--- src/rtl/slv_i2c_reg_bank.sv ---
// Register bank behind an I2C slave: pointer byte, then auto-incrementing writes, plus a registered local read port.
// Optional SLV_I2C_REG_IRQ_EN adds O_IRQ, a one-cycle pulse at STOP when the transaction wrote anything.
module slv_i2c_reg_bank #(
   parameter int                 DATA_SZ  = 8,
   parameter logic [DATA_SZ-2:0] SLV_ADDR = 7'h3C,
   parameter int                 REG_NUM  = 16,
   parameter int                 PTR_SZ   = 4
) (
   input  logic               CLK,
   input  logic               RST_n,
   input  logic [DATA_SZ-2:0] I_ADDR_SLV,
   input  logic               I_RW,
   input  logic [DATA_SZ-1:0] I_DATA_RD,
   input  logic               I_BYTE_VLD,
   input  logic               I_BUSY,
   output logic               O_ACK,
   output logic               O_WR_STB,
   output logic [PTR_SZ-1:0]  O_WR_ADDR,
   output logic [DATA_SZ-1:0] O_WR_DATA,
   input  logic [PTR_SZ-1:0]  I_RD_ADDR,
   output logic [DATA_SZ-1:0] O_RD_DATA,
   output logic [PTR_SZ-1:0]  O_PTR
`ifdef SLV_I2C_REG_IRQ_EN
   ,
   output logic               O_IRQ
`endif
);

   typedef enum logic [1:0] {ST_IDLE, ST_PTR, ST_DATA, ST_IGNORE} state_t;

   state_t               r_state;
   state_t               w_state_nxt;
   logic                 r_ack;
   logic                 w_ack_nxt;
   logic [PTR_SZ-1:0]    r_ptr;
   logic [PTR_SZ-1:0]    w_ptr_nxt;
   logic [PTR_SZ-1:0]    w_ptr_inc;
   logic                 w_wr_en;
   logic                 w_ptr_ok;
   logic                 w_rd_ok;
   logic                 r_armed;
   logic                 r_wr_stb;
   logic [PTR_SZ-1:0]    r_wr_addr;
   logic [DATA_SZ-1:0]   r_wr_data;
   logic [DATA_SZ-1:0]   r_rd_data;
   logic [DATA_SZ-1:0]   r_regs [REG_NUM];

   assign w_ptr_ok  = 32'(I_DATA_RD) < 32'(REG_NUM);
   assign w_rd_ok   = 32'(I_RD_ADDR) < 32'(REG_NUM);
   assign w_ptr_inc = (r_ptr == PTR_SZ'(REG_NUM - 1)) ? '0 : r_ptr + PTR_SZ'(1);

   always_ff @(posedge CLK) begin
      if (!RST_n) r_state <= ST_IDLE;
      else        r_state <= w_state_nxt;
   end

   // NOTE: every output of this block gets a default first so no latch is inferred.
   always_comb begin
      w_state_nxt = r_state;
      w_ack_nxt   = r_ack;
      w_ptr_nxt   = r_ptr;
      w_wr_en     = 1'b0;
      if (!I_BUSY) begin
         // STOP wins over a byte arriving in the same cycle.
         w_state_nxt = ST_IDLE;
         w_ack_nxt   = 1'b1;
      end else begin
         case (r_state)
            ST_IDLE: begin
               // r_armed is clear only when reset released mid-transaction.
               if (!r_armed) begin
                  w_state_nxt = ST_IGNORE;
                  w_ack_nxt   = 1'b0;
               end else if (I_BYTE_VLD) begin
                  if (I_ADDR_SLV == SLV_ADDR && !I_RW) begin
                     w_state_nxt = ST_PTR;
                     w_ack_nxt   = 1'b1;
                  end else begin
                     w_state_nxt = ST_IGNORE;
                     w_ack_nxt   = 1'b0;
                  end
               end
            end
            ST_PTR: begin
               if (I_BYTE_VLD) begin
                  if (w_ptr_ok) begin
                     w_ptr_nxt   = I_DATA_RD[PTR_SZ-1:0];
                     w_state_nxt = ST_DATA;
                     w_ack_nxt   = 1'b1;
                  end else begin
                     w_state_nxt = ST_IGNORE;
                     w_ack_nxt   = 1'b0;
                  end
               end
            end
            ST_DATA: begin
               if (I_BYTE_VLD) begin
                  w_wr_en   = 1'b1;
                  w_ptr_nxt = w_ptr_inc;
                  w_ack_nxt = 1'b1;
               end
            end
            ST_IGNORE: w_ack_nxt = 1'b0;
            default:   w_state_nxt = ST_IDLE;
         endcase
      end
   end

   // NOTE: sequential state uses non-blocking assignments, so a same-cycle read sees the old value.
   always_ff @(posedge CLK) begin
      if (!RST_n) begin
         r_ack     <= 1'b0;
         r_ptr     <= '0;
         r_armed   <= 1'b0;
         r_wr_stb  <= 1'b0;
         r_wr_addr <= '0;
         r_wr_data <= '0;
         r_rd_data <= '0;
         // NOTE: the register file is reset because its contents are architecturally visible.
         for (int i = 0; i < REG_NUM; i++) r_regs[i] <= '0;
      end else begin
         r_ack    <= w_ack_nxt;
         r_ptr    <= w_ptr_nxt;
         r_wr_stb <= w_wr_en;
         if (!I_BUSY) r_armed <= 1'b1;
         if (w_wr_en) begin
            r_wr_addr     <= r_ptr;
            r_wr_data     <= I_DATA_RD;
            r_regs[r_ptr] <= I_DATA_RD;
         end
         r_rd_data <= w_rd_ok ? r_regs[I_RD_ADDR] : '0;
      end
   end

   assign O_ACK     = r_ack;
   assign O_WR_STB  = r_wr_stb;
   assign O_WR_ADDR = r_wr_addr;
   assign O_WR_DATA = r_wr_data;
   assign O_RD_DATA = r_rd_data;
   assign O_PTR     = r_ptr;

`ifdef SLV_I2C_REG_IRQ_EN
   logic r_busy_q;
   logic r_dirty;
   logic r_irq;
   logic w_busy_fall;

   assign w_busy_fall = r_busy_q & ~I_BUSY;

   // A strobe coinciding with the busy fall belongs to the finishing transaction.
   always_ff @(posedge CLK) begin
      if (!RST_n) begin
         r_busy_q <= 1'b0;
         r_dirty  <= 1'b0;
         r_irq    <= 1'b0;
      end else begin
         r_busy_q <= I_BUSY;
         r_irq    <= w_busy_fall & (r_dirty | r_wr_stb);
         r_dirty  <= w_busy_fall ? 1'b0 : (r_dirty | r_wr_stb);
      end
   end

   assign O_IRQ = r_irq;
`endif

endmodule

--- config.mk ---
export PLATFORM = sky130hd
export DESIGN_NAME = slv_i2c_reg_bank
export DESIGN_NICKNAME = d
export VERILOG_FILES = /design/src/rtl/slv_i2c_reg_bank.sv
export SDC_FILE = /design/constraint.sdc
export NUM_CORES = 1
export LEC_CHECK = 0
export BUFFER_PORTS_ARGS = -buffer_cell sky130_fd_sc_hd__buf_2
export CAP_MARGIN = 5
export CORE_MARGIN = 2
export CORE_UTILIZATION = 57
export CTS_BUF_LIST = sky130_fd_sc_hd__clkbuf_16
export CTS_CLUSTER_SIZE = 40
export DETAILED_ROUTE_END_ITERATION = 6
export GPL_TIMING_DRIVEN = 0
export PLACE_DENSITY = 0.85
export SKIP_LAST_GASP = 1
export SLEW_MARGIN = 5
export SYNTH_ARGS = -nofsm -noshare
export SYNTH_HDL_FRONTEND = slang
export SYNTH_SLANG_ARGS = --single-unit
--- constraint.sdc ---
create_clock -name CLK -period 5.7 [get_ports CLK]
set_input_delay 0 -clock CLK [delete_from_list [all_inputs] [get_ports CLK]]
set_output_delay 0 -clock CLK [all_outputs]
set_load 0.005 [all_outputs]
Yosys cells after proc, flatten, opt, wreduce, memory -nomap -nowiden
Memories as Yosys holds them, arrays and structs flattened. A register that Yosys moved wholly into a read port is not among the register bits.
Cells that the tools add are included.
{"block": "classes", "muxes": 29, "reduce_logical": 11, "n_eq_ne": 12, "n_addsub": 1, "magnitude_cmp": 1}
{"operator": "4-bit two-way mux", "n": 5}
{"operator": "1-bit two-way mux", "n": 16}
{"operator": "3-bit inequality test (second input constant)", "n": 3}
{"operator": "8-bit by 5-bit < comparator with 1-bit output (second input constant)", "n": 1}
{"operator": "2-bit two-way mux", "n": 4}
{"operator": "8-bit two-way mux", "n": 1}
{"operator": "4-bit one-hot mux with 2 select lines", "n": 1}
{"operator": "8-bit OR reduction", "n": 1}
{"operator": "7-bit by 6-bit == test with 1-bit output (second input constant)", "n": 1}
{"operator": "2-bit inequality test (second input constant)", "n": 3}
{"operator": "3-bit AND reduction", "n": 2}
{"operator": "5-bit AND reduction", "n": 1}
{"operator": "4-bit by 1-bit adder with 4-bit output (second input constant)", "n": 1}
{"operator": "2-bit == test (second input constant)", "n": 2}
{"operator": "4-bit == test (second input constant)", "n": 1}
{"operator": "4-bit inequality test (second input constant)", "n": 1}
{"operator": "1-bit one-hot mux with 4 select lines", "n": 1}
{"operator": "2-bit one-hot mux with 2 select lines", "n": 1}
{"operator": "2-bit nonzero test", "n": 2}
{"operator": "2-bit by 1-bit == test with 1-bit output (second input constant)", "n": 1}
{"operator": "1-bit zero test", "n": 2}
{"operator": "2-bit zero test", "n": 1}
{"operator": "2-bit AND reduction", "n": 1}
{"operator": "1-bit logical AND", "n": 1}
{"block": "totals", "ramBits": 128, "out_inout_bits": 26, "elab_cells": 62, "in_bits": 24, "n_memories": 1, "regBits": 21}
{"name": "r_regs", "depth": 16, "width": 8, "read_ports": 1, "rd_ports_with_merged_regs": 1, "wr": 16, "line": "46", "text": "logic [DATA_SZ-1:0] r_regs [REG_NUM];"}

Longest topological paths before layout
{"block": "logic_depth", "word_depth": 8, "mapped_depth": 7, "ltp_nobuf": 5}

Least setup slack after synthesis
OpenSTA, ideal clock, no wires.
{"block": "synth_path", "path_type": "reg2reg", "from": "register r_state[1]", "to": "memory r_regs[11][0] (enable)", "setup_ns": 0.384, "path_buffers": 3, "stages_incl_launch_ff": 7, "setup_slack_ns": 3.462, "t_arrival_ns": 1.854, "required_time_ns": 5.316, "period_less_slack_ns": 2.238, "path_cell_list": "dfxtp_1 > clkbuf_1 > and2b_2 > buf_2 > nand4_1 > clkbuf_1 > o21ai_0"}
{"element": "start, declared", "line": "31", "text": "state_t r_state;"}
{"element": "start signal, assigned", "line": "54", "text": "else r_state <= w_state_nxt;"}
{"element": "end, declared", "line": "46"}

==> metrics.yaml <==
timing:
  finalClockSkew_ns: 0.00717
  drv_slew: 0
  whs_ns: 0.00828
  fin_tns_setup_ns: 0
  rsz0062_at_grt: "false"
  fin_crit_ns: 2.86
  relSlewSlack_pct: 14.0
  fmax_mhz: 350
  hold_viol: 0
  setup_ws_ns: 2.84
  timing.final.crit_share_pct: 50.2
  setup_viol: 0
  worst_pin_slew_ns: 1.28
clocking:
  htree_levels: 4
  cts_resized: 0
  clk_pin_slew_ns: 0.06
  post_cts_buffers: 0
  clock_latency_ns: 0.43
  cts_tree: "built"
  cts.path.max_buffers: 2
  cts_root_buffer: "clkbuf_16"
  cts_inserted_buffers: 17
  cts_sinks: 157
critical_path:
  endpoint: "r_regs[15][3]"
  crit_type: "flop to flop"
  crit_path_start_kind: "flop"
  r2r_slack_ns: 2.84
  cp_data_required_time_ns: 5.74
  cp_max_fo: 10
  r2r-start: "r_state[1]"
  worstPathArrival_ns: 2.90
  cp-startpoint: "r_state[1]"
  critPathCaptureType: "flop"
  r2r_end: "r_regs[15][3]"
  r2r_cells: 6
logic_synthesis:
  ys_types: 41
  synthCells: 568
  syn_nets: 596
  avgSynthCellArea_sq_um: 12.5
  async_reset_ff_share_pct: 0
  synthesis.area_sq_mm: 0.00710
  yosysWarnings: 0
  synth_seq_cells: 157
  synth_edf_count: 128
  ys_seq_area_share_pct: 62.3
  synth_ff_type: "edfxtp_1"
placement:
  dp_slack_ns: 2.75
  post_dp_cell_area_sq_mm: 0.00754
  dpl.hpwl_mm: 11.4
  place_congestion: 0.895
  numPortBuffers: 47
hold_path:
  hp-class: "input pin to flop"
  min_path_cells: 4
drt:
  wl_met1_mm: 6.99
  first_pass_iters: 5
  dr.max_layer_used: "met4"
  wl_met3_mm: 1.57
  dr.first_iter.drc_count: 538
  vias_per_cell: 6.04
  ant_nets: 0
  remaining_drc_errors: 0
  routed-wl-met2_mm: 8.11
  wirelength_mm: 17.2
  wl_per_cell_um: 20.7
  vias: 5002
pwr:
  power.leakage_nw: 3.18
  vdd_drop_max_v: 0.000239
  power.density_mw_per_mm2: 311
die:
  ios: 50
  die_w_um: 116
  rows: 40
  dieArea_sq_mm: 0.0134
  coreArea_sq_mm: 0.0121
  die_h_um: 116
  start_util_pct: 58.8
grt:
  grt_pass1_vias: 4890
  antenna_found_initial: 1
  overflow: 0
  grt_pass1_wl_mm: 26.2
  grt_max_degree: 17
  track_usage_pct: 27.1
final_layout:
  fin_area_sq_mm: 0.00825
  final_nets: 675
  fillers: 852
  drive_above_1_share_pct: 14.4
  fin_util_pct: 68.4
  area_growth_pct: 16.3
  n_antenna_cell: 0
flow_run:
  maxCapViolCount: 0
status:
  status: "completed"
[sequential cells by signal (all words and copies together) (netlist names)]
signal / cells
O_WR_STB: 1
r_state: 2
O_WR_ADDR: 4
O_ACK: 1
r_armed: 1
O_WR_DATA: 8
r_regs: 128
O_RD_DATA: 8
O_PTR: 4
[through the flow]
stage / total power, W / instances
floorplan: 0.00141 / 568
global placement: 0.00147 / 783
detailed placement: 0.00148 / 783
CTS: 0.00256 / 827
global route: 0.00263 / 828
finish: 0.00257 / 828
[cells in the final DEF (no fill, tap or decap), types with 3 or more instances in the layout]
cell,netlist,routed
clkinv_1,1,3
a22oi_1,24,24
nand2_1,38,38
ha_1,4,4
dlygate4sd3_1,0,12
nand2b_1,7,7
and2_1,115,115
nor3_1,19,19
nand4_1,6,6
clkbuf_1,30,30
clkinv_2,0,3
nor2_1,17,17
clkbuf_16,0,21
o211ai_1,7,7
dfxtp_1,29,29
buf_2,7,54
edfxtp_1,128,128
a21oi_1,19,19
a311oi_1,3,3
nor4_1,5,5
inv_1,7,8
mux2i_1,49,49
mux4_2,8,8
o21ai_0,23,21
[worst max-delay path, stage by stage, from the launching register on]
cell	delay, ns
dfxtp_1	0.32
clkbuf_1	0.29
and2b_2	0.19
buf_2	0.18
nand4_1	0.14
clkbuf_1	0.29
o21ai_0	1.06
[power by group]
group	switching (W)	internal (W)
Combinational	0.000116	0.0000623
Sequential	0.0000146	0.00128
Clock	0.000447	0.000652
[worst min path at each step]
stage,from,to
2_1_floorplan,I_DATA_RD[0],O_WR_DATA[0]
3_3_place_gp,I_DATA_RD[6],O_WR_DATA[6]
3_5_place_dp,I_DATA_RD[6],O_WR_DATA[6]
4_1_cts,I_ADDR_SLV[0],r_state[1]
5_1_grt,I_ADDR_SLV[0],r_state[1]
6_report,I_ADDR_SLV[0],r_state[1]
[repair_timing]
action | CTS | global route
hold buffers | 12 | 0
setup endpoints to repair | 0 | 0
endpoints found under the hold margin | 16 | 0
[Yosys cell counts (2+ instances only)]
master / count / area share [%]
a21oi_1: 19 / 1.3
a22oi_1: 24 / 2.5
a311oi_1: 3 / 0.37
and2_1: 115 / 10
buf_2: 7 / 0.49
clkbuf_1: 30 / 1.6
dfxtp_1: 29 / 8.2
edfxtp_1: 128 / 54
ha_1: 4 / 0.71
inv_1: 7 / 0.37
mux2i_1: 49 / 6.9
mux4_2: 8 / 2.5
nand2_1: 38 / 2.0
nand2b_1: 7 / 0.62
nand4_1: 6 / 0.53
nor2_1: 17 / 0.90
nor2b_1: 2 / 0.18
nor3_1: 19 / 1.3
nor4_1: 5 / 0.44
o211ai_1: 7 / 0.74
o21ai_0: 23 / 1.6
o31ai_1: 2 / 0.21
[cell families (layout without fill, tap and decap cells)]
logic type	after synthesis	in the layout	synth area share, %
buf+inv	46	138	2.56
flops	157	157	62.3
mux	57	57	9.45
compound gates	87	87	7.86
simple gates	217	217	17.1
fa+ha+maj	4	4	0.705
[cell type report]
| type | count | area [sq um] | share of cell area, % |
|---|---|---|---|
| flip-flops and latches | 157 | 4420 | 53.6 |
| multi-input cells | 365 | 2490 | 30.2 |
| clock buffers | 21 | 526 | 6.37 |
| repair buffers | 60 | 363 | 4.40 |
| well taps | 168 | 210 | 2.55 |
| plain buffers | 38 | 151 | 1.83 |
| clock inverters | 11 | 57.6 | 0.697 |
| inverters | 8 | 30.0 | 0.364 |
[routing by layer]
layer	up-vias	GRT usage (%)
met1	2438	37.3
met4	0	12.6
li1	2243	-
met3	40	6.12
met2	281	41.6
met5	-	0
No activity file was read; power rests on OpenSTA's default activity.
